===== src/rtl/avalon_mm_cmd_master.sv =====
// Avalon-MM command master: single-beat read/write commands in on a valid/ready
// port, driven onto the bus honouring waitrequest, with pipelined reads tracked
// by an outstanding-read counter and read data returned on a response port.
// Commands stalled for TIMEOUT waitrequest cycles are dropped and flagged.
module avalon_mm_cmd_master #(
    parameter int AW          = 32,
    parameter int DW          = 32,
    parameter int MAX_PENDING = 4,
    parameter int TIMEOUT     = 256
) (
    input  logic            clk,
    input  logic            rst_n,
    input  logic            cmd_valid,
    output logic            cmd_ready,
    input  logic            cmd_write,
    input  logic [AW-1:0]   cmd_addr,
    input  logic [DW-1:0]   cmd_wdata,
    input  logic [DW/8-1:0] cmd_be,
    output logic [AW-1:0]   address,
    output logic            read,
    output logic            write,
    output logic [DW-1:0]   writedata,
    output logic [DW/8-1:0] byteenable,
    input  logic            waitrequest,
    input  logic [DW-1:0]   readdata,
    input  logic            readdatavalid,
    output logic            rsp_valid,
    output logic [DW-1:0]   rsp_data,
    output logic            timeout_err,
    output logic [3:0]      pending,
    output logic            busy
);

    // Stall counter only needs to reach TIMEOUT
    localparam int TW = (TIMEOUT > 1) ? $clog2(TIMEOUT + 1) : 1;

    typedef enum logic {
        IDLE = 1'b0,
        BUS  = 1'b1
    } state_t;

    state_t        state_reg;
    state_t        state_next;
    logic [TW-1:0] stall_cnt_reg;
    logic          accept;
    logic          xfer_done;
    logic          stall_abort;
    logic          read_done;
    logic          rdv_counted;

    // Reads are throttled by the outstanding count; writes never are
    assign cmd_ready   = (state_reg == IDLE) && (cmd_write || (pending < 4'(MAX_PENDING)));
    assign accept      = cmd_valid && cmd_ready;
    assign xfer_done   = (state_reg == BUS) && !waitrequest;
    assign read_done   = read && !waitrequest;
    // A readdatavalid with nothing outstanding is a stray beat and is ignored
    assign rdv_counted = readdatavalid && (pending != 4'd0);
    assign busy        = (state_reg == BUS) || (pending != 4'd0);

    generate
        if (TIMEOUT == 0) begin : g_no_timeout
            assign stall_abort = 1'b0;
        end else begin : g_timeout
            // Abort on the stalled cycle that brings the count up to TIMEOUT
            assign stall_abort = (state_reg == BUS) && waitrequest &&
                                 (stall_cnt_reg == TW'(TIMEOUT - 1));
        end
    endgenerate

    // State register
    always_ff @(posedge clk or negedge rst_n) begin
        if (!rst_n) begin
            state_reg <= IDLE;
        end else begin
            state_reg <= state_next;
        end
    end

    // Next state: IDLE until a command is taken, BUS until it completes or aborts
    always_comb begin
        state_next = state_reg;
        case (state_reg)
            IDLE: begin
                if (accept) begin
                    state_next = BUS;
                end
            end
            BUS: begin
                if (xfer_done || stall_abort) begin
                    state_next = IDLE;
                end
            end
            default: state_next = IDLE;
        endcase
    end

    // Bus outputs: loaded on accept, read/write dropped when the transfer ends
    always_ff @(posedge clk or negedge rst_n) begin
        if (!rst_n) begin
            address    <= '0;
            writedata  <= '0;
            byteenable <= '0;
            read       <= 1'b0;
            write      <= 1'b0;
        end else if (accept) begin
            address    <= cmd_addr;
            writedata  <= cmd_wdata;
            byteenable <= cmd_be;
            read       <= !cmd_write;
            write      <= cmd_write;
        end else if (xfer_done || stall_abort) begin
            read       <= 1'b0;
            write      <= 1'b0;
        end
    end

    // Counts stalled BUS cycles; restarts on every entry to BUS
    always_ff @(posedge clk or negedge rst_n) begin
        if (!rst_n) begin
            stall_cnt_reg <= '0;
        end else if (accept) begin
            stall_cnt_reg <= '0;
        end else if ((state_reg == BUS) && waitrequest) begin
            stall_cnt_reg <= stall_cnt_reg + TW'(1);
        end
    end

    // One-cycle pulse for an aborted command
    always_ff @(posedge clk or negedge rst_n) begin
        if (!rst_n) begin
            timeout_err <= 1'b0;
        end else begin
            timeout_err <= stall_abort;
        end
    end

    // Outstanding reads: up on an accepted read, down on a counted data beat
    always_ff @(posedge clk or negedge rst_n) begin
        if (!rst_n) begin
            pending <= 4'd0;
        end else if (read_done && !rdv_counted) begin
            pending <= pending + 4'd1;
        end else if (!read_done && rdv_counted) begin
            pending <= pending - 4'd1;
        end
    end

    // Registered read response, no backpressure
    always_ff @(posedge clk or negedge rst_n) begin
        if (!rst_n) begin
            rsp_valid <= 1'b0;
            rsp_data  <= '0;
        end else begin
            rsp_valid <= rdv_counted;
            if (rdv_counted) begin
                rsp_data <= readdata;
            end
        end
    end

endmodule


===== config.mk =====
export PLATFORM = sky130hd
export DESIGN_NAME = avalon_mm_cmd_master
export DESIGN_NICKNAME = d
export VERILOG_FILES = /design/src/rtl/avalon_mm_cmd_master.sv
export SDC_FILE = /design/constraint.sdc
export NUM_CORES = 1
export LEC_CHECK = 0
export BUFFER_PORTS_ARGS = -buffer_cell sky130_fd_sc_hd__clkbuf_2
export CAP_MARGIN = 15
export CORE_ASPECT_RATIO = 0.75
export CORE_MARGIN = 3
export CORE_UTILIZATION = 30
export CTS_CLUSTER_DIAMETER = 50
export DETAILED_ROUTE_END_ITERATION = 6
export GPL_TIMING_DRIVEN = 0
export MAX_ROUTING_LAYER = met4
export SYNTH_ARGS = -nofsm -noshare
export SYNTH_HDL_FRONTEND = slang
export SYNTH_SLANG_ARGS = --single-unit

===== constraint.sdc =====
create_clock -name clk -period 3.2 [get_ports clk]
set_clock_uncertainty 0.1 [all_clocks]
set_input_delay 0.64 -clock clk [delete_from_list [all_inputs] [get_ports clk]]
set_output_delay 0.64 -clock clk [all_outputs]
set_load 0.05 [all_outputs]

# Word-level counts from Yosys, hierarchy flattened
# Index checks and enable logic that the tools add are counted.
# totals
regBits,118
out_inout_bits,110
# op_classes
addsub,3
magnitude_cmp,1
eq_ne,1
n_mux,10
n_bitwise,1
n_reduce_logical,20
# op_table
op,n
two-way mux 9 bit,2
adder 9 x 1 -> 9 bit (second input constant),1
== test 9 x 8 -> 1 bit (second input constant),1
logical AND 1 bit,9
two-way mux 4 bit,2
nonzero test 2 bit,3
two-way mux 1 bit,5
adder 4 x 1 -> 4 bit (second input constant),1
zero test 1 bit,4
less-than comparator 4 x 3 -> 1 bit (second input constant),1
nonzero test 4 bit,1
subtractor 4 x 1 -> 4 bit (second input constant),1
logical OR 1 bit,3
case mux 1 bit (2 select lines),1
NOT 1 bit,1

# Longest topological paths before layout
# Gate-level depths: netlist of run 1.
# logic_depth
depth_word,6
mapped_depth,10
mapped_depth_nobuf,8

# Least setup slack after synthesis of run 1
# No wires, ideal clock.
# synth_path
path_type,register to register
from,register pending[0]
to,register pending[3]
setup_time_ns,0.131
arrival_ns,2.746
required_time_ns,2.969
slack_ns,0.223
path_stages_with_launch,11
path_buffers,2
synth_period_minus_slack_ns,2.977
path_cell_list,dfrtp_1 -> nor4_1 -> nand2b_1 -> buf_6 -> buf_12 -> ha_1 -> inv_1 -> ha_1 -> or4_1 -> o211ai_1 -> o211ai_1
# synth_via
elab_chain_len,5
# synth_lines
item,line_no,text
"start, declared",30,"output logic [3:0] pending,"
"start signal, assigned",142,pending <= pending + 4'd1;
"start signal, assigned",144,pending <= pending - 4'd1;
"parallel branches: the longest is 5 deep, another holds subtractor 4 x 1 -> 4 bit",n/a,
# Several ways; the timed one is not identified. The select of a mux whose other input is x is not followed.
# A chain may end at the register's enable or synchronous reset.

# Worst setup path in the final report of run 1
# Ends and elaborated chain as after synthesis.

==> results.toml, run 1 <==
[finish]
top_regs = "address (32), rsp_data (32), writedata (32)"
nFillCells = 1429
layout.nets = 659
final_cells = 765
antenna_cells = 0
drive_above_1_share_pct = 65.36
area_growth_pct = 41.09
fin_area_mm2 = 0.006982

[place]
dp_cells = 732
place_area_mm2 = 0.006312
place_congestion = 0.8026
dp_slack_ns = 0.06032
io_buffers = 214
hpwl_um = 8489

[routing]
wl_per_cell_um = 15.13
vias = 3377
drt_iter0_drc = 129
postRouteAntennaNets = 0
vias_per_cell = 4.414
routed_wl_um = 11570
route.detailed.drc = 0
drt_first_pass_iters = 4

[hold_path]
hp-start = "cmd_wdata[14]"
holdPathEnd = "writedata[14]"
hold_depth = 2
hold_class = "in2reg"

[synthesis]
synth_sequential_area_ratio_pct = 59.67
async_flop_share_pct = 100.0
synth_area_mm2 = 0.004948
synth_top_area_share_pct = 59.67
yosysMostFrequentCell = "dfrtp_1"
ys_top_cells_by_area = "dfrtp_1 60%, mux2_4 15%, mux2_2 12%"
synth_edf_count = 0
syn_inst = 312
synth_common_cells = "118 x dfrtp_1, 52 x mux2_2, 48 x mux2_4"
synth_cell_types = 39
synth_ff_type = "dfrtp_1"
yosys.area.top_type = "dfrtp_1"
avgSynthCellArea_um2 = 15.86
ys_ff_latch = 118
syn_nets = 424
yosysWarnings = 0

[die]
core_area_mm2 = 0.01566
io_pins = 216
fp.dieArea_mm2 = 0.01809
die_h_um = 117.2
rows = 39
die_w_um = 154.3
initial_core_util_pct = 31.59

[power]
powerDensity_mw_per_mm2 = 1262
p_sw_mw = 4.026
p_int_mw = 4.786
p_leak_nw = 3.469
swShare_pct = 45.69
pwr-share-seq_pct = 28.3
clkPwrFrac_pct = 23.2
finalPower_mw = 8.812
max-vdd-ir-drop_mv = 0.7159
p_comb_share_pct = 48.6

[timing]
rsz0062_at_grt = "false"
post-route-period-util_pct = 92.69
slew_headroom_pct = 61.24
tightest_slew_ns = 0.5815
max_freq_ghz = 0.3371
fin_crit_ns = 2.966
timing.final.max_slew_violations = 0
whs_ns = 0.3582
setup_slack_ns = 0.2339
final-hold-violation-count = 0
setup_viol = 0

[grt]
grt_max_degree = 118
grt_util_all_layers_pct = 13.30
grt_pass1_wl_um = 18450
grt_pass1_vias = 3537
gr-total-overflow = 0
antenna_found_initial = 0

[setup_path]
path_max_fanout = 10
path_common_cell = "o211ai_1"
cp_top_family = "simple AND/OR/NAND/NOR gates"
r2r-start = "pending[0]"
worstPathArrival_ns = 3.14
crit_path_max_incr_delay_ns = 0.53
r2r_cells = 10
worst_setup_path_start_kind = "flop"
endpoint_kind = "flop"
crit_slowest_cell = "or4_1"
worstPathRequired_ns = 3.37
crit_cells = 10
rrSetupSlack_ns = 0.23
regToRegEndpoint = "pending[3]"
crit_type = "reg2reg"
worst-path-buf-inv = 3
path_cells = "nor4_4, nand2b_1, buf_6, buf_12, ha_2, inv_1, ha_1, or4_1, o211ai_1, o211ai_1"
startpoint = "pending[0]"

[clock_tree]
cts_max_level = 4
cts_made_buffers = 17
clkSlewWorstSetupHoldPaths_ns = 0.05
clock_sinks = 118
insertion_delay_ns = 0.40
cts_tree = "yes"
cts_buffer_depth = 2
cts-root-buf = "clkbuf_16"

[status]
status = "finished, final reports clean"

[run]
maxCapViolCount = 0
==> worst max path at each step <==
stage                          endpoint  slack (ns)
after floorplan              pending[3]        0.22
after global placement    writedata[14]       -0.32
after detailed placement     pending[3]        0.06
after CTS                    pending[3]        0.04
after global routing         pending[3]        0.04
final                        pending[3]        0.23
==> worst register-to-register path, stage by stage, from the launching register on <==
cell,delay [ns]
dfrtp_1,0.47
nor4_4,0.32
nand2b_1,0.15
buf_6,0.16
buf_12,0.16
ha_2,0.24
inv_1,0.11
ha_1,0.36
or4_1,0.53
o211ai_1,0.11
o211ai_1,0.11
==> through the flow <==
stage	setup TNS [ns]	util [%]
floorplan	0	-
global placement	-36.70	40.07
detailed placement	0	40.30
CTS	0	44.46
global route	0	44.57
finish	0	44.57
==> layout by cell type, fill, tap and decap left out, drive strengths merged, types with 2 or more instances in the layout <==
cell,netlist,routed
nand3,5,5
nand4,2,2
inv,7,8
xnor2,3,3
o221ai,2,2
nand2,7,7
ha,5,5
or4,2,2
clkbuf,1,236
buf,14,15
bufinv,0,4
nand2b,2,2
clkinvlp,0,2
dfrtp,118,118
nor2b,2,2
o211ai,2,2
nor2,4,4
a21oi,9,9
o21ai,8,8
nor3,2,2
or3,5,5
clkinv,0,4
mux2,101,101
==> repair_timing <==
item                                    CTS  global route
hold buffers                              1             0
buffers inserted                          0             0
resized for setup                         0             3
hold endpoints to repair                  1             0
endpoints found under the setup margin    0             1
==> metal layers <==
layer	routed length, µm	global-route usage, %	vias up	share of wire (%)
met5	0	-	-	0
met4	98	3.882	0	0.85
met3	841	4.520	10	7.3
met2	5363	19.45	131	46
met1	5268	17.65	1651	46
li1	-	-	1585	-
==> cell families (layout without fill, tap and decap cells) <==
group                      count (synthesis)  after routing  share of synthesized area, %
DFF                                      118            118                         59.67
muxes                                    102            102                         26.83
and+or+nand+nor                           35             35                         4.071
AOI/OAI and AO/OA                         25             25                         3.135
buffers and inverters                     22            270                         3.919
adders and majority gates                  6              6                         1.669
xor gates and xnor gates                   4              4                        0.7081
==> power by group through the flow <==
stage | Clock, mW | Combinational [mW] | Sequential (mW)
after detailed placement | 0 | 4.31 | 2.50
after global placement | 0 | 4.26 | 2.47
after global routing | 2.17 | 4.49 | 2.59
final | 2.04 | 4.28 | 2.49
after floorplan | 0 | 1.21 | 4.58
after CTS | 2.10 | 4.32 | 2.49
==> layout make-up <==
| type | count | area, µm² | area share, % |
|---|---|---|---|
| buffer | 15 | 167.7 | 2.401 |
| clock buffer | 21 | 470.5 | 6.738 |
| clock inverter | 11 | 171.4 | 2.455 |
| inverter | 7 | 26.28 | 0.3763 |
| multi-input combinational | 172 | 1819 | 26.06 |
| sequential | 118 | 2953 | 42.29 |
| tap | 205 | 256.5 | 3.674 |
| timing repair buffer | 216 | 1117 | 16.00 |
Note: power is estimated with default switching activity, not from simulation.
==> inputs of run 2 (changes only) <==
--- a/config.mk
+++ b/config.mk
@@ -5,6 +5,7 @@
 export SDC_FILE = /design/constraint.sdc
 export NUM_CORES = 1
 export LEC_CHECK = 0
+export ABC_AREA = 1
 export BUFFER_PORTS_ARGS = -buffer_cell sky130_fd_sc_hd__clkbuf_2
 export CAP_MARGIN = 15
 export CORE_ASPECT_RATIO = 0.75
==> run 2 against run 1 <==
Die area shrank 4.1%. Clock-buffer cell count grew 2. Critical path depth grew 2. Sequential share of layout area grew 1.5 points. Maximum frequency grew 17%. Flip-flop and latch count is the same. Combinational power shrank 7.0%. Global-route usage grew 2.1 points. Non-clock buffer count grew 6. Critical endpoint unchanged. Largest power group unchanged.
==> results.toml, run 2 <==
[status]
status = "finished, final reports clean"

[routing]
vias = 4150
vias_per_cell = 4.125
postRouteAntennaNets = 0
route.detailed.drc = 0
wl_per_cell_um = 12.60
routed_wl_um = 12670
drt_first_pass_iters = 4
drt_iter0_drc = 187

[synthesis]
syn_nets = 666
async_flop_share_pct = 100.0
syn_inst = 554
synth_area_mm2 = 0.004736
synth_common_cells = "338 x nand2_1, 118 x dfrtp_1, 26 x inv_1"
ys_top_cells_by_area = "dfrtp_1 62%, nand2_1 27%, inv_1 2.1%"
synth_top_area_share_pct = 62.35
ys_ff_latch = 118
synth_ff_type = "dfrtp_1"
yosysWarnings = 0
avgSynthCellArea_um2 = 8.548
yosysMostFrequentCell = "nand2_1"
yosys.area.top_type = "dfrtp_1"
synth_sequential_area_ratio_pct = 62.35
synth_cell_types = 19
synth_edf_count = 0

[setup_path]
path_common_cell = "nand2_1"
path_max_fanout = 10
crit_path_max_incr_delay_ns = 0.44
worstPathArrival_ns = 2.74
worst_setup_path_start_kind = "flop"
crit_type = "reg2reg"
endpoint_kind = "flop"
regToRegEndpoint = "pending[3]"
path_cells = "nor2_1, nand3_1, nand2_1, buf_2, ha_1, inv_1, ha_1, or2_2, nand3_1, nand2_1, nand2_1, nand2_1"
r2r_cells = 12
worstPathRequired_ns = 3.40
crit_slowest_cell = "dfrtp_1"
r2r-start = "pending[3]"
rrSetupSlack_ns = 0.66

[clock_tree]
cts_resized = 0
cts_buffer_depth = 2
cts_made_buffers = 17
cts-root-buf = "clkbuf_16"
cts_max_level = 4
cts_tree = "yes"
cts_hold_buffers = 0
cts_setup_buffers = 0
clock_sinks = 118
clkSlewWorstSetupHoldPaths_ns = 0.05
insertion_delay_ns = 0.41

[die]
io_pins = 216
fp.dieArea_mm2 = 0.01735
core_area_mm2 = 0.01532
initial_core_util_pct = 30.91
die_w_um = 151.1
rows = 39
die_h_um = 114.8

[power]
pwr-share-seq_pct = 29.1
clkPwrFrac_pct = 23.9
p_leak_nw = 3.957
finalPower_mw = 8.479
max-vdd-ir-drop_mv = 0.5042
p_int_mw = 4.328
powerDensity_mw_per_mm2 = 1258
swShare_pct = 48.96
p_comb_share_pct = 47.0
p_sw_mw = 4.151

[grt]
grt_max_degree = 66
grt_pass1_vias = 3942
grt_util_all_layers_pct = 15.41
grt_pass1_wl_um = 20070
gr-total-overflow = 0
antenna_found_initial = 0

[place]
hpwl_um = 9356
dp_cells = 975
io_buffers = 215
dp_slack_ns = 0.5782
place_congestion = 0.8087
place_area_mm2 = 0.006105

[finish]
mostFrequentLayoutCells = "338 x nand2_1, 214 x clkbuf_2, 118 x dfrtp_1, 26 x inv_1, 17 x clkbuf_16"
layout.nets = 901
area_growth_pct = 42.27
fin_area_mm2 = 0.006738
antenna_cells = 0
fin_util_pct = 43.97
top_regs = "address (32), rsp_data (32), writedata (32)"
mostFrequentLayoutCell = "nand2_1"
final_cells = 1006
drive_above_1_share_pct = 32.71

[timing]
rsz0062_at_grt = "false"
tns_ns = 0
fin_crit_ns = 2.536
whs_ns = 0.06807
slew_headroom_pct = 63.35
post-route-period-util_pct = 79.26
tightest_slew_ns = 0.5497
final-hold-violation-count = 0
setup_viol = 0
max_freq_ghz = 0.3943
timing.final.max_slew_violations = 0
setup_slack_ns = 0.6638

[hold_path]
hold_class = "in2async"

[run]
maxCapViolCount = 0
run 2: cell families (layout without fill, tap and decap cells):
logic type / Yosys count / count (layout) / synth area share, %
xor+xnor: 2 / 2 / 0.3699
simple gates: 371 / 371 / 30.17
fa+ha+maj: 6 / 6 / 1.744
buf+inv: 48 / 295 / 4.412
flops: 118 / 118 / 62.35
compound gates: 9 / 9 / 0.9511
run 2: worst max-delay path by stage:
stage                             start  cells past startpoint  slack, ns         end
after floorplan              pending[0]                     12       0.70  pending[3]
after global placement            rst_n                      1      -0.46  address[4]
after detailed placement  readdatavalid                     11       0.58  pending[3]
after CTS                    pending[3]                     12       0.61  pending[3]
after global routing         pending[3]                     12       0.45  pending[3]
final                        pending[3]                     12       0.66  pending[3]
run 2: metal layers:
layer | wire (µm) | up-vias | part of all wire [%] | GRT usage, %
met5 | 0 | - | 0 | -
met4 | 165 | 0 | 1.3 | 5.072
met3 | 1048 | 13 | 8.3 | 5.792
met2 | 5320 | 146 | 42 | 21.22
met1 | 6136 | 1844 | 48 | 20.98
li1 | - | 2147 | - | -
run 2: power groups by stage:
stage                     Clock (mW)  Combinational [mW]  Sequential [mW]
final                           2.03                3.98             2.47
after global routing            2.16                4.27             2.54
after CTS                       2.08                4.03             2.47
after detailed placement           0                4.04             2.47
after global placement             0                4.00             2.48
after floorplan                    0               0.924             4.52
run 2: final cells by class:
class	count	area, µm²
Sequential cell	118	2953
Clock buffer	23	488.0
Clock inverter	8	145.1
Tap cell	205	256.5
Buffer	21	107.6
Inverter	27	101.3
Timing Repair Buffer	216	1112
Multi-Input combinational cell	388	1574
Fill cell	1551	8584
run 2: worst max-delay path, delay by kind of cell (launching register included):
family	cells	cell delay [ns]
fa+ha+maj	2	0.50
buf+inv	2	0.38
flops	1	0.44
simple gates	8	1.00
==> inputs of run 3 (changes only) <==
--- a/config.mk
+++ b/config.mk
@@ -5,7 +5,7 @@
 export SDC_FILE = /design/constraint.sdc
 export NUM_CORES = 1
 export LEC_CHECK = 0
-export ABC_AREA = 1
+export ABC_AREA = 0
 export BUFFER_PORTS_ARGS = -buffer_cell sky130_fd_sc_hd__clkbuf_2
 export CAP_MARGIN = 15
 export CORE_ASPECT_RATIO = 0.75
==> constraint.sdc (replaced) <==
create_clock -name clk -period 2.58 [get_ports clk]
set_clock_uncertainty 0.1 [all_clocks]
set_input_delay 0.516 -clock clk [delete_from_list [all_inputs] [get_ports clk]]
set_output_delay 0.516 -clock clk [all_outputs]
set_load 0.05 [all_outputs]
==> run 3 against run 2 <==
Sequential share of layout area decreased by 1.6 points. Worst setup slack lost 0.53 ns. Die area up 4.3%. Clock power grew 20%. Largest cell class unchanged.
==> results.toml, run 3 (synthesis results as in run 1) <==
[status]
status = "finished, final reports clean"

[finish]
drive_above_1_share_pct = 67.26
area_growth_pct = 41.59
top_regs = "address (32), rsp_data (32), writedata (32)"
mostFrequentLayoutCells = "213 x clkbuf_2, 114 x dfrtp_1, 52 x mux2_2, 48 x mux2_4, 17 x clkbuf_16"
antenna_cells = 0
mostFrequentLayoutCell = "clkbuf_2"
layout.nets = 664

[grt]
antenna_found_initial = 0
gr-total-overflow = 0
grt_max_degree = 119
grt_pass1_vias = 3675
use_met3_pct = 3.381
grt_util_all_layers_pct = 13.58
grtUsageMet2_pct = 20.67
busiest_layer = "met2"
grt_pass1_wl_um = 18770
use_met1_pct = 17.02

[timing]
post-route-period-util_pct = 94.76
final-hold-violation-count = 0
fin_crit_ns = 2.445
slew_headroom_pct = 37.78
setup_slack_ns = 0.1352
setup_viol = 0
tns_ns = 0
tightest_slew_ns = 0.9333
rsz0062_at_grt = "false"
max_freq_ghz = 0.4090
whs_ns = 0.1471
timing.final.max_slew_violations = 0

[setup_path]
path_max_fanout = 5
worstPathArrival_ns = 2.61
endpoint_kind = "flop"
worst_setup_path_start_kind = "flop"
crit_type = "reg2reg"
worstPathRequired_ns = 2.75

[power]
p_sw_mw = 5.052
finalPower_mw = 10.95
swShare_pct = 46.14
p_int_mw = 5.898
powerDensity_mw_per_mm2 = 1563
pwr-share-seq_pct = 28.2
p_comb_share_pct = 49.6
p_leak_nw = 3.467
clkPwrFrac_pct = 22.2
max-vdd-ir-drop_mv = 0.6669

[run]
maxCapViolCount = 0

[die]
core_area_mm2 = 0.01566
io_pins = 216
fp.dieArea_mm2 = 0.01809
die_h_um = 117.2
initial_core_util_pct = 31.59
die_w_um = 154.3
rows = 39

[clock_tree]
insertion_delay_ns = 0.41
cts_made_buffers = 17
clock_sinks = 118
cts_hold_buffers = 0
cts_buffer_depth = 2
cts-root-buf = "clkbuf_16"
clkSlewWorstSetupHoldPaths_ns = 0.05
cts_max_level = 4
cts_tree = "yes"

[routing]
route.detailed.drc = 0
drt_first_pass_iters = 5
postRouteAntennaNets = 0
wl_per_cell_um = 15.60
routed_wl_um = 12010
drt_iter0_drc = 114
vias_per_cell = 4.434
vias = 3414

[place]
io_buffers = 214
hpwl_um = 8845
dp_slack_ns = -0.1076
place_congestion = 0.7788

[hold_path]
hold_class = "in2async"
run 3: cell count changes in the layout (fill, tap and decap cells not counted), sizes merged, moves of 4 or more:
cell	before	now
clkbuf	246	235
nand3	9	5
nand2	338	7
buf	14	21
nor2	16	4
mux2	0	101
a21oi	0	9
inv	27	7
or3	0	5
run 3: what timing repair did:
item                       4_1_cts  5_1_grt
setup buffers                    3        5
pin swaps                        0        2
resized for setup                1        3
setup endpoints to repair        1        1
hold endpoints to repair         0        0
run 3: final timing paths:
| path | start | cells after the start | slack (ns) | endpoint |
|---|---|---|---|---|
| max | pending[1] | 9 | 0.14 | pending[3] |
| max reg2reg | pending[1] | 9 | 0.14 | pending[3] |
| min in group clk | cmd_wdata[14] | 2 | 0.23 | writedata[14] |
| max in group asynchronous | rst_n | 1 | 1.53 | pending[1] |
| min | rst_n | 1 | 0.15 | writedata[12] |
| min reg2reg | writedata[14] | 1 | 0.40 | writedata[14] |
run 3: routing by layer:
layer,vias up,wire length [µm]
li1,1591,-
met1,1676,5300
met2,127,5728
met3,20,688
met4,0,293
met5,-,0
run 3: power groups by stage:
stage	combinational [mW]	sequential [mW]	clock, mW
6_report	5.43	3.09	2.43
5_1_grt	5.69	3.20	2.57
4_1_cts	5.47	3.10	2.50
3_5_place_dp	5.40	3.12	0
3_3_place_gp	5.33	3.09	0
2_1_floorplan	1.53	5.70	0
run 3: final cells by class:
| cell class | count | area, µm² |
|---|---|---|
| buffer | 14 | 156.4 |
| clock buffer | 20 | 466.7 |
| clock inverter | 12 | 151.4 |
| fill | 1460 | 8657 |
| inverter | 7 | 28.78 |
| multi-input combinational | 172 | 1849 |
| sequential | 118 | 2958 |
| tap | 205 | 256.5 |
| timing repair buffer | 222 | 1140 |
run 3: worst max-delay path: stages, from the launching register on:
cell and delay, ns:
dfrtp_2 0.42, nor4_4 0.29, nand2b_4 0.18, buf_12 0.11
ha_4 0.16, inv_4 0.06, ha_4 0.23, or4_1 0.49
o211ai_1 0.12, o211ai_1 0.14
run 3: stage by stage:
stage | area (µm²) | util [%] | std cells
2_1_floorplan | 4987 | - | 312
3_3_place_gp | 6315 | 40.31 | 731
3_5_place_dp | 6324 | 40.37 | 731
4_1_cts | 6973 | 44.52 | 766
5_1_grt | 7007 | 44.73 | 770
6_report | 7007 | 44.73 | 770
